`src/rtl/usb_pkg.sv`:
```
// Shared USB definitions: PID encodings, rxpu state encoding, CRC16 constants
// and a byte-wide CRC16 update usable by both receive and transmit paths.
package usb_pkg;

  localparam int unsigned BYTE_W = 8;
  localparam int unsigned CRC_W  = 16;

  localparam logic [CRC_W-1:0] CRC16_POLY  = 16'h8005;
  localparam logic [CRC_W-1:0] CRC16_INIT  = 16'hFFFF;
  localparam logic [CRC_W-1:0] CRC_RESIDUE = 16'h800D;

  // Full PID byte: {~pid[3:0], pid[3:0]}
  typedef enum logic [BYTE_W-1:0] {
    PID_OUT   = 8'hE1,
    PID_IN    = 8'h69,
    PID_DATA0 = 8'hC3,
    PID_DATA1 = 8'h4B,
    PID_ACK   = 8'hD2,
    PID_NAK   = 8'h5A
  } pid_e;

  typedef enum logic [2:0] {
    IDLE,
    RCV_PID,
    TOKEN1,
    TOKEN2,
    TOKEN_EOP,
    RCV_DATA,
    CHECK,
    DISCARD
  } rxpu_state_e;

  // Advance the CRC16 register by one byte, bit0 first as on the wire.
  function automatic logic [CRC_W-1:0] crc16_byte(input logic [CRC_W-1:0] crc_in,
                                                  input logic [BYTE_W-1:0] data);
    logic [CRC_W-1:0] c;
    logic             fb;
    c = crc_in;
    for (int i = 0; i < int'(BYTE_W); i++) begin
      fb = data[i] ^ c[CRC_W-1];
      c  = {c[CRC_W-2:0], 1'b0} ^ (fb ? CRC16_POLY : CRC_W'(0));
    end
    return c;
  endfunction

endpackage

```
`src/rtl/rx_crc16.sv`:
```
// CRC16 accumulator, byte-wide, LSB-first.
//   clk, rst : clock, synchronous active-high reset (loads init value)
//   clear    : reload the init value
//   enable   : fold data into the register
//   data     : byte to fold in
//   crc      : current register contents
module rx_crc16
  import usb_pkg::*;
(
  input  logic              clk,
  input  logic              rst,
  input  logic              clear,
  input  logic              enable,
  input  logic [BYTE_W-1:0] data,
  output logic [CRC_W-1:0]  crc
);

  always_ff @(posedge clk) begin
    if (rst || clear) begin
      crc <= CRC16_INIT;
    end else if (enable) begin
      crc <= crc16_byte(crc, data);
    end
  end

endmodule

```
`src/rtl/rxpu.sv`:
```
// USB endpoint receive packet processor. Parses tokens addressed to this
// endpoint, answers IN tokens, and forwards armed DATA payloads to the RX FIFO
// with CRC16 validation.
//   inputs : clk, rst, pkt_start, byte_ready, rx_byte, eop, rx_error,
//            is_txing, tx_data_ready, fifo_full
//   outputs: fifo_w_enable, fifo_w_data, send_nak, send_data, pkt_good,
//            pkt_bad, rx_busy (all registered)
module rxpu
  import usb_pkg::*;
#(
  parameter logic [6:0]  DEV_ADDR  = 7'd1,
  parameter logic [3:0]  DEV_ENDP  = 4'd1,
  parameter int unsigned MAX_BYTES = 64
) (
  input  logic       clk,
  input  logic       rst,
  input  logic       pkt_start,
  input  logic       byte_ready,
  input  logic [7:0] rx_byte,
  input  logic       eop,
  input  logic       rx_error,
  input  logic       is_txing,
  input  logic       tx_data_ready,
  input  logic       fifo_full,
  output logic       fifo_w_enable,
  output logic [7:0] fifo_w_data,
  output logic       send_nak,
  output logic       send_data,
  output logic       pkt_good,
  output logic       pkt_bad,
  output logic       rx_busy
);

  localparam int unsigned CNT_W = $clog2(MAX_BYTES + 1);

  rxpu_state_e state, state_d, mid_state;

  logic             out_armed, out_armed_d;
  logic             tok_is_in, tok_is_in_d;
  logic             tok_match, tok_match_d;
  logic             endp0, endp0_d;
  logic [7:0]       pipe_new, pipe_new_d;
  logic [7:0]       pipe_old, pipe_old_d;
  logic [1:0]       pipe_cnt, pipe_cnt_d;
  logic [CNT_W-1:0] byte_cnt, byte_cnt_d;

  logic             fifo_w_enable_d;
  logic [7:0]       fifo_w_data_d;
  logic             send_nak_d, send_data_d, pkt_good_d, pkt_bad_d, rx_busy_d;

  logic             crc_clear_c, crc_en_c;
  logic [CRC_W-1:0] crc;

  rx_crc16 u_crc (
    .clk    (clk),
    .rst    (rst),
    .clear  (crc_clear_c),
    .enable (crc_en_c),
    .data   (rx_byte),
    .crc    (crc)
  );

  // State and output registers
  always_ff @(posedge clk) begin
    if (rst) begin
      state         <= IDLE;
      out_armed     <= 1'b0;
      tok_is_in     <= 1'b0;
      tok_match     <= 1'b0;
      endp0         <= 1'b0;
      pipe_new      <= 8'd0;
      pipe_old      <= 8'd0;
      pipe_cnt      <= 2'd0;
      byte_cnt      <= '0;
      fifo_w_enable <= 1'b0;
      fifo_w_data   <= 8'd0;
      send_nak      <= 1'b0;
      send_data     <= 1'b0;
      pkt_good      <= 1'b0;
      pkt_bad       <= 1'b0;
      rx_busy       <= 1'b0;
    end else begin
      state         <= state_d;
      out_armed     <= out_armed_d;
      tok_is_in     <= tok_is_in_d;
      tok_match     <= tok_match_d;
      endp0         <= endp0_d;
      pipe_new      <= pipe_new_d;
      pipe_old      <= pipe_old_d;
      pipe_cnt      <= pipe_cnt_d;
      byte_cnt      <= byte_cnt_d;
      fifo_w_enable <= fifo_w_enable_d;
      fifo_w_data   <= fifo_w_data_d;
      send_nak      <= send_nak_d;
      send_data     <= send_data_d;
      pkt_good      <= pkt_good_d;
      pkt_bad       <= pkt_bad_d;
      rx_busy       <= rx_busy_d;
    end
  end

  // Next state and outputs. A byte is handled first (mid_state), then eop is
  // applied to the state the byte produced.
  always_comb begin
    state_d         = state;
    mid_state       = state;
    out_armed_d     = out_armed;
    tok_is_in_d     = tok_is_in;
    tok_match_d     = tok_match;
    endp0_d         = endp0;
    pipe_new_d      = pipe_new;
    pipe_old_d      = pipe_old;
    pipe_cnt_d      = pipe_cnt;
    byte_cnt_d      = byte_cnt;
    fifo_w_enable_d = 1'b0;
    fifo_w_data_d   = fifo_w_data;
    send_nak_d      = 1'b0;
    send_data_d     = 1'b0;
    pkt_good_d      = 1'b0;
    pkt_bad_d       = 1'b0;
    crc_clear_c     = 1'b0;
    crc_en_c        = 1'b0;

    if (state == IDLE) begin
      if (pkt_start && !is_txing) state_d = RCV_PID;
    end else if (pkt_start) begin
      pkt_bad_d = 1'b1;
      state_d   = RCV_PID;
    end else if (rx_error && state != DISCARD) begin
      pkt_bad_d = 1'b1;
      state_d   = DISCARD;
    end else begin
      case (state)
        RCV_PID: if (byte_ready) begin
          case (rx_byte)
            PID_IN, PID_OUT: begin
              tok_is_in_d = (rx_byte == PID_IN);
              mid_state   = TOKEN1;
            end
            PID_DATA0, PID_DATA1: begin
              if (out_armed) begin
                crc_clear_c = 1'b1;
                pipe_cnt_d  = 2'd0;
                byte_cnt_d  = '0;
                mid_state   = RCV_DATA;
              end else begin
                pkt_bad_d = 1'b1;
                mid_state = DISCARD;
              end
            end
            default: begin
              pkt_bad_d = 1'b1;
              mid_state = DISCARD;
            end
          endcase
        end
        TOKEN1: if (byte_ready) begin
          tok_match_d = (rx_byte[6:0] == DEV_ADDR);
          endp0_d     = rx_byte[7];
          mid_state   = TOKEN2;
        end
        TOKEN2: if (byte_ready) begin
          tok_match_d = tok_match && ({rx_byte[2:0], endp0} == DEV_ENDP);
          mid_state   = TOKEN_EOP;
        end
        RCV_DATA: if (byte_ready) begin
          crc_en_c   = 1'b1;
          pipe_new_d = rx_byte;
          pipe_old_d = pipe_new;
          // Oldest byte leaves the 2-deep pipe; the last two bytes (CRC) stay.
          if (pipe_cnt == 2'd2) begin
            if (fifo_full || byte_cnt == CNT_W'(MAX_BYTES)) begin
              pkt_bad_d = 1'b1;
              mid_state = DISCARD;
            end else begin
              fifo_w_enable_d = 1'b1;
              fifo_w_data_d   = pipe_old;
              byte_cnt_d      = byte_cnt + CNT_W'(1);
            end
          end else begin
            pipe_cnt_d = pipe_cnt + 2'd1;
          end
        end
        CHECK: begin
          if (crc == CRC_RESIDUE && pipe_cnt == 2'd2) pkt_good_d = 1'b1;
          else                                         pkt_bad_d  = 1'b1;
          out_armed_d = 1'b0;
          mid_state   = IDLE;
        end
        default: ;
      endcase

      state_d = mid_state;
      if (eop) begin
        case (mid_state)
          RCV_PID, TOKEN1, TOKEN2: begin
            pkt_bad_d = 1'b1;
            state_d   = IDLE;
          end
          TOKEN_EOP: begin
            if (tok_match_d) begin
              if (tok_is_in_d) begin
                send_data_d = tx_data_ready;
                send_nak_d  = !tx_data_ready;
              end else begin
                out_armed_d = 1'b1;
              end
            end
            state_d = IDLE;
          end
          RCV_DATA: state_d = CHECK;
          DISCARD: begin
            out_armed_d = 1'b0;
            state_d     = IDLE;
          end
          default: ;
        endcase
      end
    end

    rx_busy_d = (state_d != IDLE);
  end

endmodule
```
`config.mk`:
```
export PLATFORM = sky130hd
export DESIGN_NAME = rxpu
export DESIGN_NICKNAME = d
export VERILOG_FILES = /design/src/rtl/usb_pkg.sv /design/src/rtl/rx_crc16.sv /design/src/rtl/rxpu.sv
export SDC_FILE = /design/constraint.sdc
export NUM_CORES = 1
export LEC_CHECK = 0
export CORE_MARGIN = 2
export CORE_UTILIZATION = 40
export CTS_CLUSTER_SIZE = 30
export DETAILED_ROUTE_END_ITERATION = 8
export MAX_ROUTING_LAYER = met4
export PLACE_DENSITY_LB_ADDON = 0.15
export SLEW_MARGIN = 20
export SYNTH_ARGS = -nofsm -noshare
export SYNTH_HDL_FRONTEND = slang
export SYNTH_SLANG_ARGS = --single-unit
```
`constraint.sdc`:
```
create_clock -name clk -period 2.5 [get_ports clk]
set_input_delay 0.5 -clock clk [delete_from_list [all_inputs] [get_ports clk]]
set_output_delay 0.5 -clock clk [all_outputs]
set_load 0.1 [all_outputs]
```
Word level (Yosys, flattened, before mapping)
Index checks and enable logic that the tools add are counted.
{"block": "classes", "addsub": 2, "eq_ne": 28, "n_bitwise": 28, "muxes": 82, "reduce_logical": 25}
{"op": "$mux 16", "count": 8}
{"op": "$xor 16x16->16", "count": 8}
{"op": "$mux 3", "count": 14}
{"op": "$mux 7", "count": 6}
{"op": "$mux 1", "count": 39}
{"op": "$eq 16x16->1 const B", "count": 1}
{"op": "$eq 8x7->1 const B", "count": 2}
{"op": "$eq 8x8->1 const B", "count": 2}
{"op": "$eq 3x3->1 const B", "count": 5}
{"op": "$pmux 3 s5", "count": 1}
{"op": "$ne 2x2->1 const B", "count": 7}
{"op": "$pmux 7 s2", "count": 1}
{"op": "$eq 3x2->1 const B", "count": 4}
{"op": "$mux 2", "count": 6}
{"op": "$not 1->1", "count": 12}
{"op": "$pmux 3 s2", "count": 2}
{"op": "$reduce_and 10->1", "count": 1}
{"op": "$reduce_and 5->1", "count": 2}
{"op": "$reduce_or 5->1", "count": 2}
{"op": "$reduce_and 9->1", "count": 1}
{"op": "$reduce_or 8->1", "count": 1}
{"op": "$xor 1x1->1", "count": 8}
{"op": "$add 7x1->7 const B", "count": 1}
{"op": "$eq 7x1->1 const B", "count": 1}
{"op": "20 further kinds", "count": 30}
{"block": "totals", "in_bits": 17, "word_cells": 182, "out_inout_bits": 14, "ff_bits": 62}

Longest topological paths before layout
{"block": "logic_depth", "word_depth": 24, "mapped_depth": 8, "mapped_depth_nobuf": 8}

Hierarchy
Synthesis repeated with hierarchy kept, for this count alone.
{"block": "unflattened", "cells_unflattened": 357, "area_unflattened_um2": 3007.9}
{"mod": "rxpu", "cells_each": 272, "n_inst": 1, "seq_area_each_um2": 920.9, "area_each_um2": 2220.9}
{"mod": "rx_crc16", "cells_each": 85, "n_inst": 1, "seq_area_each_um2": 320.3, "area_each_um2": 787.0}

Least setup slack after synthesis
Ideal clock, no wire load.
{"block": "synth_path", "kind": "input to register", "from": "in rx_byte[1]", "to": "reg send_data", "setup_time_ps": 78, "arrival_time_ps": 2059, "n_path_buf": 1, "required_ps": 2422, "cell_stages": 7, "slack_ps": 364, "path_cell_list": "buf_2 > nor2b_1 > nand3_2 > a221o_1 > or2_0 > or3_1 > nor3_1"}
{"block": "synth_via", "elab_chain_cells": 11, "word_cells_on_any_way": 32, "classes_between": "eq/ne (7); mux (18); bitwise (3); reduce/logical (4)"}
{"item": "from (decl)", "line": "rxpu.sv:19", "rtl": "input logic [7:0] rx_byte,"}
{"item": "$eq 8x8->1, or another cell as far along", "line": "rxpu.sv:135", "rtl": "case (rx_byte)"}
{"item": "$reduce_or 2->1", "line": "rxpu.sv:135"}
{"item": "$pmux 3 s2", "line": "rxpu.sv:135"}
{"item": "$mux 3", "line": "rxpu.sv:134", "rtl": "RCV_PID: if (byte_ready) begin"}
{"item": "$pmux 3 s5", "line": "rxpu.sv:133", "rtl": "case (state)"}
{"item": "$mux 3", "line": "rxpu.sv:129", "rtl": "end else if (rx_error && state != DISCARD) begin"}
{"item": "$mux 3", "line": "rxpu.sv:126", "rtl": "end else if (pkt_start) begin"}
{"item": "$mux 3", "line": "rxpu.sv:124", "rtl": "if (state == IDLE) begin"}
{"item": "$eq 3x3->1", "line": "rxpu.sv:195", "rtl": "case (mid_state)"}
{"item": "$not 1->1 (no source line)"}
{"item": "$reduce_or 8->1 (no source line) (*)"}
{"item": "to (signal assigned)", "line": "rxpu.sv:95", "rtl": "send_data <= send_data_d;"}
{"item": "to (decl)", "line": "rxpu.sv:28", "rtl": "output logic send_data,"}
Every way passes the cells marked *; elsewhere a longest branch is shown, timed or not. The select of a mux whose other input is x is not followed.
A chain may end at the register's enable or synchronous reset.

Worst setup path in the final report
{"block": "layout_path", "from": "in rx_byte[2]", "to": "reg byte_cnt[3]"}
{"block": "layout_via", "elab_chain_cells": 4, "word_cells_on_any_way": 5, "classes_between": "eq/ne (3); reduce/logical (2)"}
{"item": "$eq 8x8->1 or $eq 8x7->1 (tied branches)", "line": "rxpu.sv:135"}
{"item": "$reduce_or 2->1 (*)", "line": "rxpu.sv:135"}
{"item": "$ne 2x2->1 (no source line) (*)"}
{"item": "$reduce_and 10->1 (no source line) (*)"}
{"item": "to (signal assigned)", "line": "rxpu.sv:91", "rtl": "byte_cnt <= byte_cnt_d;"}
{"item": "to (decl)", "line": "rxpu.sv:45", "rtl": "logic [CNT_W-1:0] byte_cnt, byte_cnt_d;"}
Every way passes the cells marked *; elsewhere a longest branch is shown, timed or not.

==> metrics.yaml <==
status:
  outcome: "completed"
yosys:
  ys.warnings.count: 0
  ys_types: 52
  synth_edf_count: 0
  synth_area_um2: 2970
  ys.flop_type: "dfxtp_1"
  synthArstFlopShare: 0
  synth-seq-area-share: 0.418
  syn-instance-count: 350
  syn-num-nets: 370
  yosys_register_bits: 62
  synth.avg_cell_area_um2: 8.49
worst_setup_path:
  rr_startpoint: "state[1]"
  critPathSlowestCell: "a221oi_4"
  critPathKind: "primary input to flop"
  path_delay_family: "simple AND/OR/NAND/NOR gates"
  cp-end-kind: "flop"
  cp_common_cell: "nand4_1"
  ff2ff_setup_slack_ns: 0.35
  crit_path_start: "rx_byte[2]"
  rr_endpoint: "byte_cnt[3]"
  worstPathCellList: "clkdlybuf4s50_1 -> and4bb_2 -> nand4_1 -> a221oi_4 -> nand4_1 -> or3_1 -> nand2_1"
  worst-path-buf-inv: 1
  cp.required_ns: 2.79
  crit_fanout: 8
  rr_worst_depth: 6
  cp.arrival_ns: 2.64
  slowest_delay_ns: 0.50
  critPathLaunchType: "primary input"
grt:
  track_usage: 0.188
  antenna_found_initial: 0
  grt_pass1_wl_um: 12000
  gr-total-overflow: 0
  grt_pass1_vias: 2561
  grt_max_degree: 42
floorplanning:
  die_y_um: 90.2
  die-area_um2: 8140
  ioPinCount: 31
  die_width_um: 90.2
  initial_utilization: 0.412
  fp-row-count: 31
  core-area_um2: 7210
timing:
  hold_violations: 0
  skew_ns: 0.00845
  relSlewSlack: 0.665
  fmax_mhz: 426
  whs_ns: 0.449
  period_needed_ns: 2.35
  setup_viol: 0
  fin_tns_setup_ns: 0
  period_share: 0.939
  drv_slew: 0
  tightest_slew_ns: 0.496
  rsz0062_at_grt: "false"
detailed_routing:
  final_antenna_net_count: 0
  via_per_inst: 5.09
  drtIter0Drc: 125
  wl_um: 7050
  via_count: 2644
  drc_errors: 0
  wire_per_inst_um: 13.6
  dr.pass1.iters: 4
clock_tree:
  insertion_delay_ns: 0.35
  cts_inserted_buffers: 9
  htree_levels: 3
  ctsResizeCount: 0
  root_buffer: "clkbuf_8"
  max-clock-path-buffers: 2
  post_cts_buffers: 0
  cts_tree: "yes"
  cts_hold_buf: 0
  clock_sinks: 62
  clkTransAtPathRegs_ns: 0.08
power:
  p_per_area_nw_per_um2: 574
  power.leakage_nw: 1.51
  ir_drop_mv: 0.321
placed_design:
  place_congestion: 0.863
  port_buffers: 30
  dp_hpwl_um: 5050
cells_and_area:
  nNetsFinal: 435
  drive_gt1_frac: 0.200
  syn2layout_area_growth_pct: 28.4
  n_antenna_cell: 0
  postLayoutCoreUtil: 0.529
min_path:
  hold_path_depth: 2
  holdPathEnd: "pipe_old[5]"
  hp-start: "pipe_new[5]"
  hold_path_class: "flop to flop"
run:
  cap_viol_max_count: 0
==> metal layers <==
layer / up-vias / track usage / share of wire
met2: 40 / 0.286 / 0.46
met1: 1238 / 0.241 / 0.49
met4: 0 / 0.0897 / 0.016
met5: - / - / 0
met3: 13 / 0.0344 / 0.032
li1: 1353 / - / -
==> flip-flops by register name, summed over array words and instances (netlist names), 2 cells and up <==
register     cells
state            3
pipe_cnt         2
pipe_new         8
u_crc.crc       16
byte_cnt         7
fifo_w_data      8
pipe_old         8
==> metrics by stage <==
stage / std cells / cell area, um2 / power [mW] / worst slack [ns]
2_1_floorplan: 350 / 2970 / 1.19 / 0.364
3_3_place_gp: 503 / 3620 / 1.32 / -0.160
3_5_place_dp: 503 / 3620 / 1.32 / -0.197
4_1_cts: 519 / 3820 / 2.21 / 0.146
5_1_grt: 519 / 3820 / 2.28 / 0.0246
6_report: 519 / 3820 / 2.19 / 0.153
==> logic make-up (layout without fill, tap and decap cells) <==
logic type      count (synthesis)  count (layout)  synth area share
compound gates                 66              66             0.156
xor+xnor                       29              29            0.0926
fa+ha+maj                       3               3            0.0126
simple gates                  152             152             0.248
flops                          62              62             0.418
buf+inv                        27              97            0.0362
mux                            11              11            0.0370
==> cell type report <==
class                   count  area, um2
clock inverters             7       72.6
multi-input cells         261       1620
fillers                   691       3400
repair buffers             73        601
inverters                   8       30.0
well taps                  99        124
flip-flops and latches     62       1240
clock buffers               9        124
==> synth_stat cells (all sizes together) (5+ instances only) <==
| master | n | share of area |
|---|---|---|
| buf | 5 | 0.0084 |
| inv | 8 | 0.010 |
| nor2 | 26 | 0.034 |
| nand2 | 66 | 0.083 |
| xor2 | 12 | 0.038 |
| nor2b | 6 | 0.013 |
| o21ai | 5 | 0.0084 |
| o211ai | 10 | 0.025 |
| xnor2 | 16 | 0.047 |
| a21oi | 22 | 0.037 |
| dfxtp | 62 | 0.42 |
| nand4 | 7 | 0.015 |
| nor4 | 5 | 0.011 |
| mux2i | 11 | 0.037 |
| nor3 | 5 | 0.0084 |
| a31oi | 7 | 0.015 |
| clkbuf | 14 | 0.018 |
| nand3 | 11 | 0.020 |
==> report_power, final <==
| group | switching, mW | internal [mW] |
|---|---|---|
| Clock | 0.429 | 0.461 |
| Combinational | 0.151 | 0.145 |
| Sequential | 0.00817 | 0.994 |
==> placed cells by master, fill, tap and decap left out, types with 3 or more instances in the layout <==
cell type        instances
nand2_1                 66
dfxtp_1                 62
buf_4                   56
nor2_1                  25
a21oi_1                 22
xnor2_1                 16
clkdlybuf4s50_1         16
xor2_1                  11
mux2i_1                 11
o211ai_1                10
nand3_1                 10
clkbuf_8                 9
inv_1                    8
nand4_1                  7
a31oi_1                  7
nor2b_1                  6
nor3_1                   5
nor4_1                   5
o21ai_0                  5
nor4b_1                  4
and2_1                   4
and3_1                   4
or3_1                    4
nand2b_1                 3
ha_1                     3
==> tightest hold or removal path, cell delays in order (launching register included) <==
cell     delay (ns)
dfxtp_1        0.31
nand2_1        0.05
a21oi_1        0.05
==> worst max-delay path by stage <==
stage	to	slack, ns	depth (start not counted)
2_1_floorplan	send_data	0.36	7
3_3_place_gp	byte_cnt[3]	-0.16	7
3_5_place_dp	byte_cnt[3]	-0.20	7
4_1_cts	byte_cnt[3]	0.15	7
5_1_grt	byte_cnt[3]	0.02	7
6_report	byte_cnt[3]	0.15	7
Power figures use the tool's default switching activity.
